**src/rtl/rev_pe_pkg.sv**
```systemverilog
// rtl/rev_pe_pkg.sv - shared types and constants for the reversible PE sequencer
// Purpose: FSM state enum, job status encoding and default geometry constants.
// Ports: none (package).
package rev_pe_pkg;

  localparam int DATA_NUM_DEF = 8;
  localparam int PIPE_LAT_DEF = 3;

  typedef enum logic [1:0] {
    S_IDLE  = 2'd0,
    S_ISSUE = 2'd1,
    S_DRAIN = 2'd2,
    S_RETRY = 2'd3
  } state_e;

  typedef logic [1:0] status_t;

  localparam status_t ST_OK        = 2'b00;
  localparam status_t ST_RECOVERED = 2'b01;
  localparam status_t ST_FAILED    = 2'b10;
  localparam status_t ST_ABORTED   = 2'b11;

endpackage

```
**src/rtl/rev_pe_vld_pipe.sv**
```systemverilog
// rtl/rev_pe_vld_pipe.sv - in-flight valid shift register and result write-address counter
// Purpose: delays each operand read by PIPE_LAT cycles into a result write strobe and
//          counts result writes to form the write address.
// Ports:
//   clk, rst_n   clock, asynchronous active-low reset
//   i_push       operand read issued this cycle
//   i_flush      synchronous flush of all in-flight valids
//   i_clr        synchronous clear of the write-address counter
//   o_wr_en      result write strobe (valid leaving the pipe)
//   o_wr_addr    result write address
module rev_pe_vld_pipe
  import rev_pe_pkg::*;
#(
  parameter int PIPE_LAT = PIPE_LAT_DEF,
  parameter int ADDR_W   = 3
) (
  input  logic              clk,
  input  logic              rst_n,
  input  logic              i_push,
  input  logic              i_flush,
  input  logic              i_clr,
  output logic              o_wr_en,
  output logic [ADDR_W-1:0] o_wr_addr
);

  logic [PIPE_LAT-1:0] r_vld;
  logic [ADDR_W-1:0]   r_wr_addr;

  // Stage i holds the valid of the read issued i+1 cycles ago, so the top
  // stage lines up with the result emerging from the datapath.
  always_ff @(posedge clk or negedge rst_n) begin
    if (!rst_n) begin
      r_vld <= '0;
    end else if (i_flush) begin
      r_vld <= '0;
    end else begin
      r_vld[0] <= i_push;
      for (int i = 1; i < PIPE_LAT; i++) begin
        r_vld[i] <= r_vld[i-1];
      end
    end
  end

  always_ff @(posedge clk or negedge rst_n) begin
    if (!rst_n) begin
      r_wr_addr <= '0;
    end else if (i_clr) begin
      r_wr_addr <= '0;
    end else if (o_wr_en) begin
      r_wr_addr <= r_wr_addr + 1'b1;
    end
  end

  assign o_wr_en   = r_vld[PIPE_LAT-1];
  assign o_wr_addr = r_wr_addr;

endmodule

```
**src/rtl/rev_pe_sequencer.sv**
```systemverilog
// rtl/rev_pe_sequencer.sv - job sequencer for the reversible PE datapath
// Purpose: issues operand reads, tracks results through the pipeline, checks the
//          reverse-check error flags and reruns failed batches.
// Build option: REV_PE_SEQ_RETRY_EN enables the RETRY state and rerun logic;
//               without it a check failure ends the job as FAILED.
// Ports:
//   clk, rst_n        clock, asynchronous active-low reset
//   start_i, len_i    job request pulse and operand count (IDLE only)
//   abort_i           terminate current job
//   err1_i, err2_i    multiplier / adder reverse-check mismatch
//   busy_o, work_o    job in progress / datapath enable
//   rd_en_o/rd_addr_o operand buffer read port
//   wr_en_o/wr_addr_o result buffer write port
//   done_o, status_o  completion pulse and held job status
//   retry_cnt_o       reruns used by the last or current job
module rev_pe_sequencer
  import rev_pe_pkg::*;
#(
  parameter int DATA_NUM  = DATA_NUM_DEF,
  parameter int ADDR_W    = $clog2(DATA_NUM),
  parameter int PIPE_LAT  = PIPE_LAT_DEF,
  parameter int MAX_RETRY = 2
) (
  input  logic              clk,
  input  logic              rst_n,
  input  logic              start_i,
  input  logic [ADDR_W:0]   len_i,
  input  logic              abort_i,
  input  logic              err1_i,
  input  logic              err2_i,
  output logic              busy_o,
  output logic              work_o,
  output logic              rd_en_o,
  output logic [ADDR_W-1:0] rd_addr_o,
  output logic              wr_en_o,
  output logic [ADDR_W-1:0] wr_addr_o,
  output logic              done_o,
  output logic [1:0]        status_o,
  output logic [1:0]        retry_cnt_o
);

  localparam logic [ADDR_W:0] LEN_MAX = (ADDR_W+1)'(DATA_NUM);

  state_e            r_state, w_state_nxt;
  logic [ADDR_W:0]   r_len;
  logic [ADDR_W-1:0] r_rd_addr;
  logic              r_run_err;
  logic              r_done;
  status_t           r_status, w_status_nxt;

  logic              w_done_nxt, w_accept, w_retry, w_flush, w_rd_en, w_work;
  logic              w_err, w_last_rd, w_last_wr, w_can_retry;
  logic [1:0]        w_retry_cnt;
  logic              w_wr_en;
  logic [ADDR_W-1:0] w_wr_addr;
  logic [ADDR_W:0]   w_len_m1;

  assign w_err     = err1_i | err2_i;
  assign w_len_m1  = r_len - (ADDR_W+1)'(1);
  assign w_last_rd = ({1'b0, r_rd_addr} == w_len_m1);
  assign w_last_wr = w_wr_en && ({1'b0, w_wr_addr} == w_len_m1);

`ifdef REV_PE_SEQ_RETRY_EN
  logic [1:0] r_retry_cnt;

  always_ff @(posedge clk or negedge rst_n) begin
    if (!rst_n) begin
      r_retry_cnt <= '0;
    end else if (w_accept) begin
      r_retry_cnt <= '0;
    end else if (w_retry) begin
      r_retry_cnt <= r_retry_cnt + 1'b1;
    end
  end

  assign w_retry_cnt = r_retry_cnt;
  assign w_can_retry = (r_retry_cnt < 2'(MAX_RETRY));
`else
  logic w_unused_max_retry;

  assign w_unused_max_retry = (MAX_RETRY != 0);
  assign w_retry_cnt        = '0;
  assign w_can_retry        = 1'b0;
`endif

  always_ff @(posedge clk or negedge rst_n) begin
    if (!rst_n) begin
      r_state <= S_IDLE;
    end else begin
      r_state <= w_state_nxt;
    end
  end

  always_comb begin
    w_state_nxt  = r_state;
    w_status_nxt = r_status;
    w_done_nxt   = 1'b0;
    w_accept     = 1'b0;
    w_retry      = 1'b0;
    w_flush      = 1'b0;
    w_rd_en      = 1'b0;
    w_work       = 1'b0;
    case (r_state)
      S_IDLE: begin
        if (start_i && (len_i != '0)) begin
          w_accept    = 1'b1;
          w_state_nxt = S_ISSUE;
        end
      end
      S_ISSUE: begin
        w_work  = 1'b1;
        w_rd_en = 1'b1;
        if (w_last_rd) begin
          w_state_nxt = S_DRAIN;
        end
      end
      S_DRAIN: begin
        w_work = 1'b1;
        // The flags of the final result may arrive in its own write cycle.
        if (w_last_wr) begin
          if (!(r_run_err || w_err)) begin
            w_state_nxt  = S_IDLE;
            w_done_nxt   = 1'b1;
            w_status_nxt = (w_retry_cnt == 2'd0) ? ST_OK : ST_RECOVERED;
          end else if (w_can_retry) begin
            w_state_nxt = S_RETRY;
          end else begin
            w_state_nxt  = S_IDLE;
            w_done_nxt   = 1'b1;
            w_status_nxt = ST_FAILED;
          end
        end
      end
`ifdef REV_PE_SEQ_RETRY_EN
      S_RETRY: begin
        w_retry     = 1'b1;
        w_state_nxt = S_ISSUE;
      end
`endif
      default: begin
        w_state_nxt = S_IDLE;
      end
    endcase
    // Abort overrides every transition out of a busy state.
    if (abort_i && (r_state != S_IDLE)) begin
      w_state_nxt  = S_IDLE;
      w_done_nxt   = 1'b1;
      w_status_nxt = ST_ABORTED;
      w_flush      = 1'b1;
      w_retry      = 1'b0;
    end
  end

  always_ff @(posedge clk or negedge rst_n) begin
    if (!rst_n) begin
      r_len     <= '0;
      r_rd_addr <= '0;
      r_run_err <= 1'b0;
      r_done    <= 1'b0;
      r_status  <= ST_OK;
    end else begin
      r_done   <= w_done_nxt;
      r_status <= w_status_nxt;
      if (w_accept) begin
        r_len     <= (len_i > LEN_MAX) ? LEN_MAX : len_i;
        r_rd_addr <= '0;
        r_run_err <= 1'b0;
      end else if (w_retry) begin
        r_rd_addr <= '0;
        r_run_err <= 1'b0;
      end else begin
        if (w_rd_en) begin
          r_rd_addr <= r_rd_addr + 1'b1;
        end
        if (w_work && w_err) begin
          r_run_err <= 1'b1;
        end
      end
    end
  end

  rev_pe_vld_pipe #(
    .PIPE_LAT (PIPE_LAT),
    .ADDR_W   (ADDR_W)
  ) u_vld_pipe (
    .clk       (clk),
    .rst_n     (rst_n),
    .i_push    (w_rd_en),
    .i_flush   (w_flush),
    .i_clr     (w_accept | w_retry | w_flush),
    .o_wr_en   (w_wr_en),
    .o_wr_addr (w_wr_addr)
  );

  assign busy_o      = (r_state != S_IDLE);
  assign work_o      = w_work;
  assign rd_en_o     = w_rd_en;
  assign rd_addr_o   = r_rd_addr;
  assign wr_en_o     = w_wr_en;
  assign wr_addr_o   = w_wr_addr;
  assign done_o      = r_done;
  assign status_o    = r_status;
  assign retry_cnt_o = w_retry_cnt;

endmodule

```
**config.mk**
```make
export PLATFORM = sky130hd
export DESIGN_NAME = rev_pe_sequencer
export DESIGN_NICKNAME = d
export VERILOG_FILES = /design/src/rtl/rev_pe_pkg.sv /design/src/rtl/rev_pe_vld_pipe.sv /design/src/rtl/rev_pe_sequencer.sv
export SDC_FILE = /design/constraint.sdc
export NUM_CORES = 1
export LEC_CHECK = 0
export CAP_MARGIN = 20
export CORE_ASPECT_RATIO = 1.4
export CORE_MARGIN = 4
export CORE_UTILIZATION = 51
export DETAILED_ROUTE_END_ITERATION = 8
export PLACE_DENSITY = 0.83
export SLEW_MARGIN = 20
export SYNTH_ARGS = -nofsm -noshare
export SYNTH_HDL_FRONTEND = slang
export SYNTH_SLANG_ARGS = --single-unit
```
**constraint.sdc**
```tcl
create_clock -name clk -period 5.12 [get_ports clk]
set_clock_uncertainty 0.1 [all_clocks]
set_input_delay 1.536 -clock clk [delete_from_list [all_inputs] [get_ports clk]]
set_output_delay 1.536 -clock clk [all_outputs]
set_load 0.02 [all_outputs]
```
==> metrics <==
CTS H-Tree Depth=1; cells after synthesis=93; core region area=0.00180 mm^2; kind of cell adding the most delay to the critical path=buffers and inverters; DRC=0; beginning of the worst hold path=u_vld_pipe.r_vld[0]; reg2reg start=r_len[0]; end of the worst hold path=u_vld_pipe.r_vld[1]; setup violation total in the final timing report=0; die extent in y=60.2 um; Wirelength per Cell=13.3 um; result of the run=finished, final reports clean; total wire length=1820 um; Fmax achieved=0.295 GHz; Synth Register Bits=19; x dimension of the die=45.3 um; cell depth of the worst hold path=1; number of nets in the final layout=134; worst-path cell with the longest stage delay=sky130_fd_sc_hd__clkdlybuf4s50_1; transition time at the pin with the least slew margin=0.801 ns; total of buffers placed on input and output ports=22; die area=0.00272 mm^2; synth unique cells=29; cell breakdown of the critical path=inv_1 -> ha_1 -> inv_1 -> clkdlybuf4s50_1; fraction of power consumed by combinational cells=56.1%; post-layout minimum cycle time=3.39 ns; sequential share of power=34.5%; total inserted antenna cells=0; CP Capture Type=output port; routed vias=725; antenna violations before repair=0; Worst Hold Slack=0.383 ns; share of layout cells above drive strength 1=5.98%; Resized Gates After CTS=0; Clock Tree Root=sky130_fd_sc_hd__clkbuf_4; Worst Path Required=3.48 ns; R2R Setup Slk=2.84 ns; largest buffer count on any clock path=2; Mean Syn Cell Area=10.7 um^2; delay of the slowest cell on the worst path=0.62 ns; Iter 0 DRT Violations=8; vias per std cell=5.29; top library cells by usage in the layout, fill and taps aside=sky130_fd_sc_hd__clkdlybuf4s50_1, sky130_fd_sc_hd__dfrtp_1, sky130_fd_sc_hd__nor2_1; Int Power=0.000446 W; leakage=0.567 nW; pins over their slew limit=0; unrepaired setup endpoints after global routing=false; CTS tree=yes; total global-route track usage=15.3%; end of the worst register-to-register path=r_state[1]; number of buffers created by CTS=3; initial standard-cell utilization of the core=55.0%; placed wire-length estimate=1470 um; number of global-route vias before repair=732; CP arrival=1.76 ns; total number of placement rows=18; count of hold buffers inserted by post-cts repair=0; # IOs=25; reported net switching power=0.000319 W; Worst slew margin=46.4%; Non-Filler Instances=137; portion of the clock cycle consumed by the worst path in the final layout=66.2%; clock slew at the register clock pins of the worst setup and hold paths=0.10 ns; total negative setup slack=0 ns; area growth from synthesis to final layout=25.9%; clock sink count=19; CP dominant cell by count=sky130_fd_sc_hd__inv_1; Pre-Repair DR Iteration Count=4; largest net degree at the start of global routing=20; worst path buffer plus inverter count=3; Setup Buffers After CTS=0; count of cells along the worst register-to-register path=7; crit path launch type=register; clock latency reported for the late side of the worst-skew pair=0.28 ns; post-synthesis instance area=991 um^2; number of endpoints with negative hold slack in the final report=0; total instance count after detailed placement=133; sequential element share of the synthesized area=48.0%; critical-path maximum fanout=4; power density over the cells=613 mW/mm^2; class of the most critical hold timing path=reg -> reg; Tot Pwr=0.000765 W; most common cell after layout, fill and taps aside=sky130_fd_sc_hd__clkdlybuf4s50_1; residual antenna-violating net count after detailed routing=0; Max rail drop VDD=0.424 mV; switching share of total power=41.7%; share of total power in the clock network=9.4%; weighted congestion reported at the end of routability-driven placement=0.884; global-route wire length before repair=3070 um; total congestion overflow=0; synthesis warning total=0; category of the most critical setup path=reg -> out; Maximum Capacitance Violations=0
==> power by group through the flow <==
stage | Clock (W) | Combinational (W) | Sequential, W
after global placement | 0 | 0.000421 | 0.000263
after global routing | 0.0000818 | 0.000470 | 0.000274
after detailed placement | 0 | 0.000431 | 0.000267
after floorplan | 0 | 0.000267 | 0.000287
final | 0.0000718 | 0.000429 | 0.000264
after CTS | 0.0000748 | 0.000433 | 0.000264
==> how the worst max path moves through the flow <==
stage / from / endpoint / slack (ns) / cells after the start
detailed placement: abort_i / r_state[1] / 1.63 / 5
CTS: r_state[0] / busy_o / 1.72 / 4
global route: r_state[0] / busy_o / 1.64 / 4
floorplan: abort_i / r_state[1] / 2.26 / 4
finish: r_state[0] / busy_o / 1.73 / 4
global placement: abort_i / r_state[1] / 1.66 / 5
==> cell families (layout without fill, tap and decap cells) <==
| logic type | after synthesis | in the layout | share of synthesized area, % |
|---|---|---|---|
| AOI/OAI and AO/OA | 13 | 13 | 9.22 |
| xor gates and xnor gates | 12 | 12 | 11.4 |
| adders and majority gates | 6 | 6 | 7.58 |
| buffers and inverters | 9 | 32 | 4.17 |
| DFF | 19 | 19 | 48.0 |
| muxes | 5 | 5 | 5.30 |
| other | 1 | 2 | 0.378 |
| and+or+nand+nor | 28 | 28 | 14.0 |
==> cells in the mapped netlist, drive strengths merged <==
library cell	number	share of area [%]
conb	1	0.38
xor2	6	5.3
and3	1	0.63
a41oi	1	1.6
ha	6	7.6
a21oi	2	1.0
xnor2	6	6.1
nor2b	4	2.5
nor2	10	3.8
a221oi	1	1.5
buf	2	1.5
nand2	5	1.9
o31ai	1	0.76
nand2b	1	0.63
nand3	1	0.50
dfrtp	19	48
inv	6	2.3
nand4	1	0.63
clkbuf	1	0.38
nand3b	2	1.5
nor4	1	0.63
mux2	2	2.3
mux2i	3	3.0
o21bai	1	0.76
nor3	1	0.50
or4	1	0.76
o21ai	7	3.5
==> stage by stage <==
| step | worst slack (ns) | area [um^2] | util (%) |
|---|---|---|---|
| 6_report | 1.73 | 1250 | 69.2 |
| 5_1_grt | 1.64 | 1250 | 69.2 |
| 4_1_cts | 1.72 | 1250 | 69.2 |
| 3_5_place_dp | 1.63 | 1220 | 67.8 |
| 3_3_place_gp | 1.66 | 1220 | 67.8 |
| 2_1_floorplan | 2.26 | 995 | - |
==> per-layer routing <==
layer / wire length, um / vias to the layer above / global-route usage (%)
met1: 788 / 342 / 19.8
met4: 13 / 0 / 5.02
met2: 929 / 21 / 25.7
met5: 0 / - / 0
met3: 87 / 2 / 2.11
li1: - / 360 / -
==> state kept, by name, indices dropped and copies added (netlist names) <==
name                  flops
done_o                    1
r_len                     4
r_run_err                 1
r_state                   2
rd_addr_o                 3
status_o                  2
u_vld_pipe.o_wr_addr      3
u_vld_pipe.r_vld          3
==> area by class of cell <==
class	instances	area (um^2)
clock buffers	4	26.3
well taps	20	25.0
multi-input cells	66	478
flip-flops and latches	19	475
repair buffers	22	220
inverters	6	22.5
fillers	155	554
(Power assumes the default switching activity.)
